### config.mk
export PLATFORM = sky130hd
export DESIGN_NAME = regfile_scoreboard_flat
export DESIGN_NICKNAME = d
export VERILOG_FILES = /design/src/rtl/regfile_scoreboard_pkg.sv /design/src/rtl/regfile_scoreboard_if.sv /design/src/rtl/regfile_scoreboard_sb_counter.sv /design/src/rtl/regfile_scoreboard.sv /design/src/flat_wrapper.sv
export SDC_FILE = /design/constraint.sdc
export NUM_CORES = 2
export LEC_CHECK = 0
export CAP_MARGIN = 25
export CORE_ASPECT_RATIO = 0.75
export CORE_MARGIN = 2
export CORE_UTILIZATION = 55
export CTS_BUF_LIST = sky130_fd_sc_hd__clkbuf_16
export CTS_CLUSTER_DIAMETER = 120
export CTS_CLUSTER_SIZE = 10
export DETAILED_ROUTE_END_ITERATION = 6
export PLACE_DENSITY = 0.72
export SYNTH_ARGS = -nofsm -noshare
export SYNTH_HDL_FRONTEND = slang
export SYNTH_SLANG_ARGS = --single-unit
### constraint.sdc
create_clock -name clk -period 10 [get_ports clk]
set_input_delay 2.5 -clock clk [delete_from_list [all_inputs] [get_ports clk]]
set_output_delay 2.5 -clock clk [all_outputs]
set_load 0.02 [all_outputs]
### src/rtl/regfile_scoreboard_pkg.sv
// Shared constants and types for the register file with write scoreboard.
// X31 is the zero register: it reads as zero and is never tracked.
package regfile_scoreboard_pkg;

    localparam int DATA_W = 64;
    localparam int NREG   = 32;
    localparam int IDX_W  = 5;

    typedef logic [IDX_W-1:0] reg_idx_t;

    localparam reg_idx_t XZR = 5'd31;

    typedef enum logic [1:0] {
        CNT_HOLD = 2'b00,
        CNT_DEC  = 2'b01,
        CNT_INC  = 2'b10,
        CNT_BOTH = 2'b11
    } cnt_op_e;

    function automatic logic is_xzr(input reg_idx_t idx);
        return (idx == XZR);
    endfunction

endpackage

### src/rtl/regfile_scoreboard_if.sv
// Issue, read and write-back signals of the scoreboarded register file.
// The pipeline drives through master; the register file sits on slave.
interface regfile_scoreboard_if
    import regfile_scoreboard_pkg::*;
#(
    parameter int DATA_W = regfile_scoreboard_pkg::DATA_W
);
    logic              issue_valid;
    logic              issue_wr;
    reg_idx_t          issue_rd;
    reg_idx_t          rd_addr1;
    reg_idx_t          rd_addr2;
    logic [DATA_W-1:0] rd_data1;
    logic [DATA_W-1:0] rd_data2;
    logic              wb_en;
    reg_idx_t          wb_addr;
    logic [DATA_W-1:0] wb_data;
    logic              busy1;
    logic              busy2;
    logic              stall;
    logic              sb_err;

    modport master (
        output issue_valid, issue_wr, issue_rd, rd_addr1, rd_addr2,
        output wb_en, wb_addr, wb_data,
        input  rd_data1, rd_data2, busy1, busy2, stall, sb_err
    );

    modport slave (
        input  issue_valid, issue_wr, issue_rd, rd_addr1, rd_addr2,
        input  wb_en, wb_addr, wb_data,
        output rd_data1, rd_data2, busy1, busy2, stall, sb_err
    );

endinterface

### src/rtl/regfile_scoreboard_sb_counter.sv
// Two-bit saturating pending-write counter for one register.
// err flags an increment at 3 or a decrement at 0 in the current cycle.
module sb_counter
    import regfile_scoreboard_pkg::*;
(
    input  logic       clk,
    input  logic       rst_n,
    input  logic       inc,
    input  logic       dec,
    output logic [1:0] cnt,
    output logic       err
);
    logic [1:0] cnt_r;
    logic [1:0] cnt_nxt_s;
    logic       err_s;

    // Next count; simultaneous inc and dec cancel without error.
    always_comb begin
        cnt_nxt_s = cnt_r;
        err_s     = 1'b0;
        case (cnt_op_e'({inc, dec}))
            CNT_INC: begin
                if (cnt_r == 2'd3) begin
                    err_s = 1'b1;
                end else begin
                    cnt_nxt_s = cnt_r + 2'd1;
                end
            end
            CNT_DEC: begin
                if (cnt_r == 2'd0) begin
                    err_s = 1'b1;
                end else begin
                    cnt_nxt_s = cnt_r - 2'd1;
                end
            end
            CNT_HOLD: cnt_nxt_s = cnt_r;
            CNT_BOTH: cnt_nxt_s = cnt_r;
            default:  cnt_nxt_s = cnt_r;
        endcase
    end

    // Count register with synchronous reset.
    always_ff @(posedge clk) begin
        if (!rst_n) begin
            cnt_r <= 2'd0;
        end else begin
            cnt_r <= cnt_nxt_s;
        end
    end

    assign cnt = cnt_r;
    assign err = err_s;

endmodule

### src/rtl/regfile_scoreboard.sv
// Register file with same-cycle write-through bypass and per-register
// pending-write scoreboard that stalls ID while a source is outstanding.
module regfile_scoreboard
    import regfile_scoreboard_pkg::*;
#(
    parameter int DATA_W = regfile_scoreboard_pkg::DATA_W,
    parameter int NREG   = regfile_scoreboard_pkg::NREG
)(
    input  logic                 clk,
    input  logic                 rst_n,
    regfile_scoreboard_if.slave  bus
);
    localparam int NCNT = NREG - 1;

    // Entry NREG-1 exists only so every 5-bit index is in range; it stays zero.
    logic [DATA_W-1:0] regs_r [NREG];
    logic [1:0]        cnt_s  [NREG];
    logic [NCNT-1:0]   inc_s;
    logic [NCNT-1:0]   dec_s;
    logic [NCNT-1:0]   err_s;
    logic              sb_err_r;
    logic              hit1_s;
    logic              hit2_s;
    logic              busy1_s;
    logic              busy2_s;
    logic              stall_s;
    logic              fire_s;
    logic [DATA_W-1:0] rd_data1_s;
    logic [DATA_W-1:0] rd_data2_s;

    function automatic logic [DATA_W-1:0] bypass_read(
        input reg_idx_t          addr,
        input logic              wen,
        input reg_idx_t          waddr,
        input logic [DATA_W-1:0] wdata,
        input logic [DATA_W-1:0] stored
    );
        logic [DATA_W-1:0] val;
        if (is_xzr(addr)) begin
            val = {DATA_W{1'b0}};
        end else if (wen && (waddr == addr)) begin
            val = wdata;
        end else begin
            val = stored;
        end
        return val;
    endfunction

    // Read ports with write-through of the current write-back.
    always_comb begin
        rd_data1_s = bypass_read(bus.rd_addr1, bus.wb_en, bus.wb_addr, bus.wb_data,
                                 regs_r[bus.rd_addr1]);
        rd_data2_s = bypass_read(bus.rd_addr2, bus.wb_en, bus.wb_addr, bus.wb_data,
                                 regs_r[bus.rd_addr2]);
    end

    // A source is busy unless the write-back arriving now retires its last pending write.
    always_comb begin
        hit1_s  = bus.wb_en & (bus.wb_addr == bus.rd_addr1) & ~is_xzr(bus.wb_addr);
        hit2_s  = bus.wb_en & (bus.wb_addr == bus.rd_addr2) & ~is_xzr(bus.wb_addr);
        busy1_s = ~is_xzr(bus.rd_addr1) & ((cnt_s[bus.rd_addr1] - {1'b0, hit1_s}) != 2'd0);
        busy2_s = ~is_xzr(bus.rd_addr2) & ((cnt_s[bus.rd_addr2] - {1'b0, hit2_s}) != 2'd0);
        stall_s = bus.issue_valid & (busy1_s | busy2_s);
        fire_s  = bus.issue_valid & bus.issue_wr & ~stall_s & ~is_xzr(bus.issue_rd);
    end

    for (genvar r = 0; r < NCNT; r++) begin : g_cnt
        assign inc_s[r] = fire_s & (bus.issue_rd == reg_idx_t'(r));
        assign dec_s[r] = bus.wb_en & (bus.wb_addr == reg_idx_t'(r));

        sb_counter u_cnt (
            .clk   (clk),
            .rst_n (rst_n),
            .inc   (inc_s[r]),
            .dec   (dec_s[r]),
            .cnt   (cnt_s[r]),
            .err   (err_s[r])
        );
    end

    assign cnt_s[NREG-1] = 2'b00;

    // Register array write and sticky scoreboard error; reset ignores issue/wb.
    always_ff @(posedge clk) begin
        if (!rst_n) begin
            for (int i = 0; i < NREG; i++) begin
                regs_r[i] <= {DATA_W{1'b0}};
            end
            sb_err_r <= 1'b0;
        end else begin
            if (bus.wb_en && !is_xzr(bus.wb_addr)) begin
                regs_r[bus.wb_addr] <= bus.wb_data;
            end
            if (|err_s) begin
                sb_err_r <= 1'b1;
            end
        end
    end

    assign bus.rd_data1 = rd_data1_s;
    assign bus.rd_data2 = rd_data2_s;
    assign bus.busy1    = busy1_s;
    assign bus.busy2    = busy2_s;
    assign bus.stall    = stall_s;
    assign bus.sb_err   = sb_err_r;

endmodule

### src/flat_wrapper.sv
// flat-port wrapper written by rule: the top's interface ports become plain ports
module regfile_scoreboard_flat import regfile_scoreboard_pkg::*;
#(
    parameter int DATA_W = regfile_scoreboard_pkg::DATA_W,
    parameter int NREG   = regfile_scoreboard_pkg::NREG
)
  (clk, rst_n, bus_issue_valid, bus_issue_wr, bus_issue_rd, bus_rd_addr1, bus_rd_addr2, bus_wb_en, bus_wb_addr, bus_wb_data, bus_rd_data1, bus_rd_data2, bus_busy1, bus_busy2, bus_stall, bus_sb_err);
  regfile_scoreboard_if #(.DATA_W(DATA_W)) bus_i ();
  input  logic clk;
  input  logic rst_n;
  input wire logic [$bits(bus_i.issue_valid)-1:0] bus_issue_valid;
  input wire logic [$bits(bus_i.issue_wr)-1:0] bus_issue_wr;
  input wire logic [$bits(bus_i.issue_rd)-1:0] bus_issue_rd;
  input wire logic [$bits(bus_i.rd_addr1)-1:0] bus_rd_addr1;
  input wire logic [$bits(bus_i.rd_addr2)-1:0] bus_rd_addr2;
  input wire logic [$bits(bus_i.wb_en)-1:0] bus_wb_en;
  input wire logic [$bits(bus_i.wb_addr)-1:0] bus_wb_addr;
  input wire logic [$bits(bus_i.wb_data)-1:0] bus_wb_data;
  output wire logic [$bits(bus_i.rd_data1)-1:0] bus_rd_data1;
  output wire logic [$bits(bus_i.rd_data2)-1:0] bus_rd_data2;
  output wire logic [$bits(bus_i.busy1)-1:0] bus_busy1;
  output wire logic [$bits(bus_i.busy2)-1:0] bus_busy2;
  output wire logic [$bits(bus_i.stall)-1:0] bus_stall;
  output wire logic [$bits(bus_i.sb_err)-1:0] bus_sb_err;
  assign bus_i.issue_valid = bus_issue_valid;
  assign bus_i.issue_wr = bus_issue_wr;
  assign bus_i.issue_rd = bus_issue_rd;
  assign bus_i.rd_addr1 = bus_rd_addr1;
  assign bus_i.rd_addr2 = bus_rd_addr2;
  assign bus_i.wb_en = bus_wb_en;
  assign bus_i.wb_addr = bus_wb_addr;
  assign bus_i.wb_data = bus_wb_data;
  assign bus_rd_data1 = bus_i.rd_data1;
  assign bus_rd_data2 = bus_i.rd_data2;
  assign bus_busy1 = bus_i.busy1;
  assign bus_busy2 = bus_i.busy2;
  assign bus_stall = bus_i.stall;
  assign bus_sb_err = bus_i.sb_err;
  regfile_scoreboard #(.DATA_W(DATA_W), .NREG(NREG)) u_core (.clk(clk), .rst_n(rst_n), .bus(bus_i));
endmodule
==> metrics.cfg <==
[power_and_ir_drop]
seq_power_share=0.496
switching_share=0.254
internal_power_mw=15.7
p_switching_mw=5.33
clockPowerShare=0.363
combPwrFrac=0.141
peakVddDrop_mv=0.149
power_leakage_nw=43.4
p_per_area_nw_per_um2=164

[outcome]
violations=DRC
status=complete, but fails checks

[sta]
whs_ps=626
setup_viol=0
finClkSkew_ps=29.7
finalMaxSlewViolations=0
period_needed_ps=9240
min_period_over_period=0.924
worstMarginPinSlew_ps=1230
rsz0062_at_grt=false
fmaxAchievable_mhz=108
slew_headroom=0.181
hold_viol=0
fin_tns_setup_ps=0

[global_routing]
antenna_found_initial=44
grt_pass1_wl_mm=565
grt_pass1_vias=75023
grt_start_max_net_pins=124
track_usage=0.376
gr-total-overflow=0

[hold_path]
holdCritStartpoint=u_core.g_cnt[7].u_cnt.cnt[1]
min_delay_path_depth=2
hold_path.class=register to register
hold_end=u_core.g_cnt[7].u_cnt.cnt[1]

[critical_path]
path_max_fanout=24
critical-path-top-delay-family=simple AND/OR/NAND/NOR gates
slowest_stage=nand3_4
r2r_slack_ps=4680
crit_path_max_incr_delay_ps=660
r2r_end=u_core.bus.sb_err
cp-start-kind=input pin
arrival_ps=6740
worst-path-buf-inv=3
r2r.worst_path.cells=15
end_kind=output pin
r2r-start=u_core.g_cnt[0].u_cnt.cnt[0]
path_cells=clkdlybuf4s50_1 -> xor2_1 -> nor4_1 -> nand3_4 -> buf_4 -> nor2b_1 -> nand3_1 -> a211oi_4 -> nor2b_1 -> clkdlybuf4s50_1
critical_path_class=input pin to output pin
required_ps=7500

[routing]
drtIter0Drc=14801
routed_via_density=7.34
postRouteAntennaNets=0
vias=76501
wl_per_cell_um=38.8
drc=3
first_pass_iters=7
wl_mm=404

[logic_synthesis]
synthTopCellsByArea=edfxtp_1, mux4_2, and2_1
synth-edff-count=2048
synth.most_common_cell=edfxtp_1
yosys_warnings=0
synth_ff_type=edfxtp_1
ys_seq_elements=2111
yosysSeqAreaShare=0.543
synth_area_um2=116000
syn_avg_cell_area_um2=15.2
ys_types=49
synth_async_sr_flop_share=0
synthTopCellsByCount=edfxtp_1, and2_1, mux4_2
postSynthCellCount=7622
netlist.area_leader.share=0.532
yosysTopAreaCell=edfxtp_1

[clock_network]
cts.sinks=2111
cts_tree=built
root_buffer=clkbuf_16
cts_buffer_depth=4
cts.clk_slew.worst_paths_ps=60
cts-resized-gates=0
htree_levels=4
postCtsSetupRepairBufs=0
hold_buffers=0
clkLatencyLatePin_ps=900
cts_buffers=237

[die]
start_util=0.554
dieWidth_um=533
die-area_um2=214000
coreArea_um2=209000
io_pins=221
die_h_um=401
rows=145

[final_layout]
nNetsFinal=7727
fill_cells=15020
drive_gt1_frac=0.248
area_growth_pct=10.9
post-route-util=0.614

[run]
drv_cap=0

[place]
portBuffers=220
dp_hpwl_mm=210
routabilityCongestion=0.897

kinds of logic (layout without fill, tap and decap cells):
group,count (synthesis),in the layout,synth area share
flip-flops,2111,2111,0.543
buffers and inverters,847,762,0.0289
adder cells (fa/ha/maj),62,62,0.00671
multiplexers,1386,1386,0.261
AND/OR/NAND/NOR,2918,2918,0.145
AO/OA/AOI/OAI,287,287,0.0146
XOR/XNOR,10,10,0.000758
other,1,92,0.0000324
per-layer routing:
layer / routed length, µm / part of all wire / GRT usage / up-vias
li1: - / - / - / 28990
met3: 67700 / 0.17 / 0.117 / 1269
met4: 21100 / 0.052 / 0.168 / 6
met1: 135000 / 0.33 / 0.518 / 38714
met5: 41 / 0.00010 / 0 / -
met2: 180000 / 0.45 / 0.555 / 7522
sequential cells by signal (all words and copies together) (netlist names):
signal and count:
u_core.g_cnt.u_cnt.cnt 62, u_core.regs_r 2048, u_core.bus.sb_err 1
how the worst max path moves through the flow:
stage,start,to,cells past startpoint
after floorplan,bus_wb_addr[4],u_core.regs_r[11][0],5
after detailed placement,bus_wb_addr[4],bus_rd_data2[6],7
after global placement,bus_wb_addr[4],bus_rd_data2[6],7
final,bus_wb_addr[4],bus_stall,10
after global routing,bus_wb_addr[4],bus_stall,10
after CTS,bus_wb_addr[4],bus_stall,10
metrics by stage:
stage / power [mW] / cells / instance area [µm²] / setup WS [ps]
2_1_floorplan: 12.4 / 7685 / 116000 / 1430
3_3_place_gp: 13.4 / 10101 / 121000 / 986
3_5_place_dp: 13.5 / 10108 / 121000 / 969
4_1_cts: 20.9 / 10371 / 128000 / 958
5_1_grt: 21.4 / 10401 / 128000 / 707
6_report: 21.0 / 10421 / 128000 / 763
worst register-to-register path, stage by stage, from the launching register on:
cell	delay (ps)
dfxtp_1	440
mux4_2	500
nor2b_1	140
a2111oi_0	600
a311oi_1	210
a21o_1	310
a211oi_4	350
buf_4	580
nand3_1	160
ha_1	280
nor3b_1	150
a31oi_1	350
o22ai_1	210
or4_1	540
nor4_1	210
a31oi_1	120
area by class of cell:
| type | count | area, µm² | area share |
|---|---|---|---|
| clock buffer | 239 | 5980 | 0.0467 |
| antenna | 28 | 70.1 | 0.000547 |
| timing repair buffer | 464 | 5220 | 0.0407 |
| clock inverter | 24 | 136 | 0.00106 |
| tap | 2793 | 3490 | 0.0273 |
| inverter | 35 | 139 | 0.00108 |
| multi-input combinational | 4727 | 50300 | 0.393 |
| sequential | 2111 | 62800 | 0.490 |
cell usage in the layout, fill, tap and decap left out, drive strengths merged, types with 97 or more instances in the layout:
| cell type | instances |
|---|---|
| edfxtp | 2048 |
| nand2 | 242 |
| nor2 | 294 |
| and2 | 1985 |
| buf | 246 |
| clkdlybuf4s50 | 209 |
| mux4 | 1306 |
| clkbuf | 248 |
| and3 | 97 |
| o21ai | 156 |
| nor3 | 128 |
power by group through the flow:
stage	logic [mW]	registers (mW)	clock network, mW
6_report	2.97	10.4	7.62
5_1_grt	3.05	10.5	7.93
4_1_cts	2.90	10.4	7.60
3_5_place_dp	2.89	10.6	0
3_3_place_gp	2.87	10.5	0
2_1_floorplan	1.82	10.5	0
No activity file was read; power rests on OpenSTA's default activity.
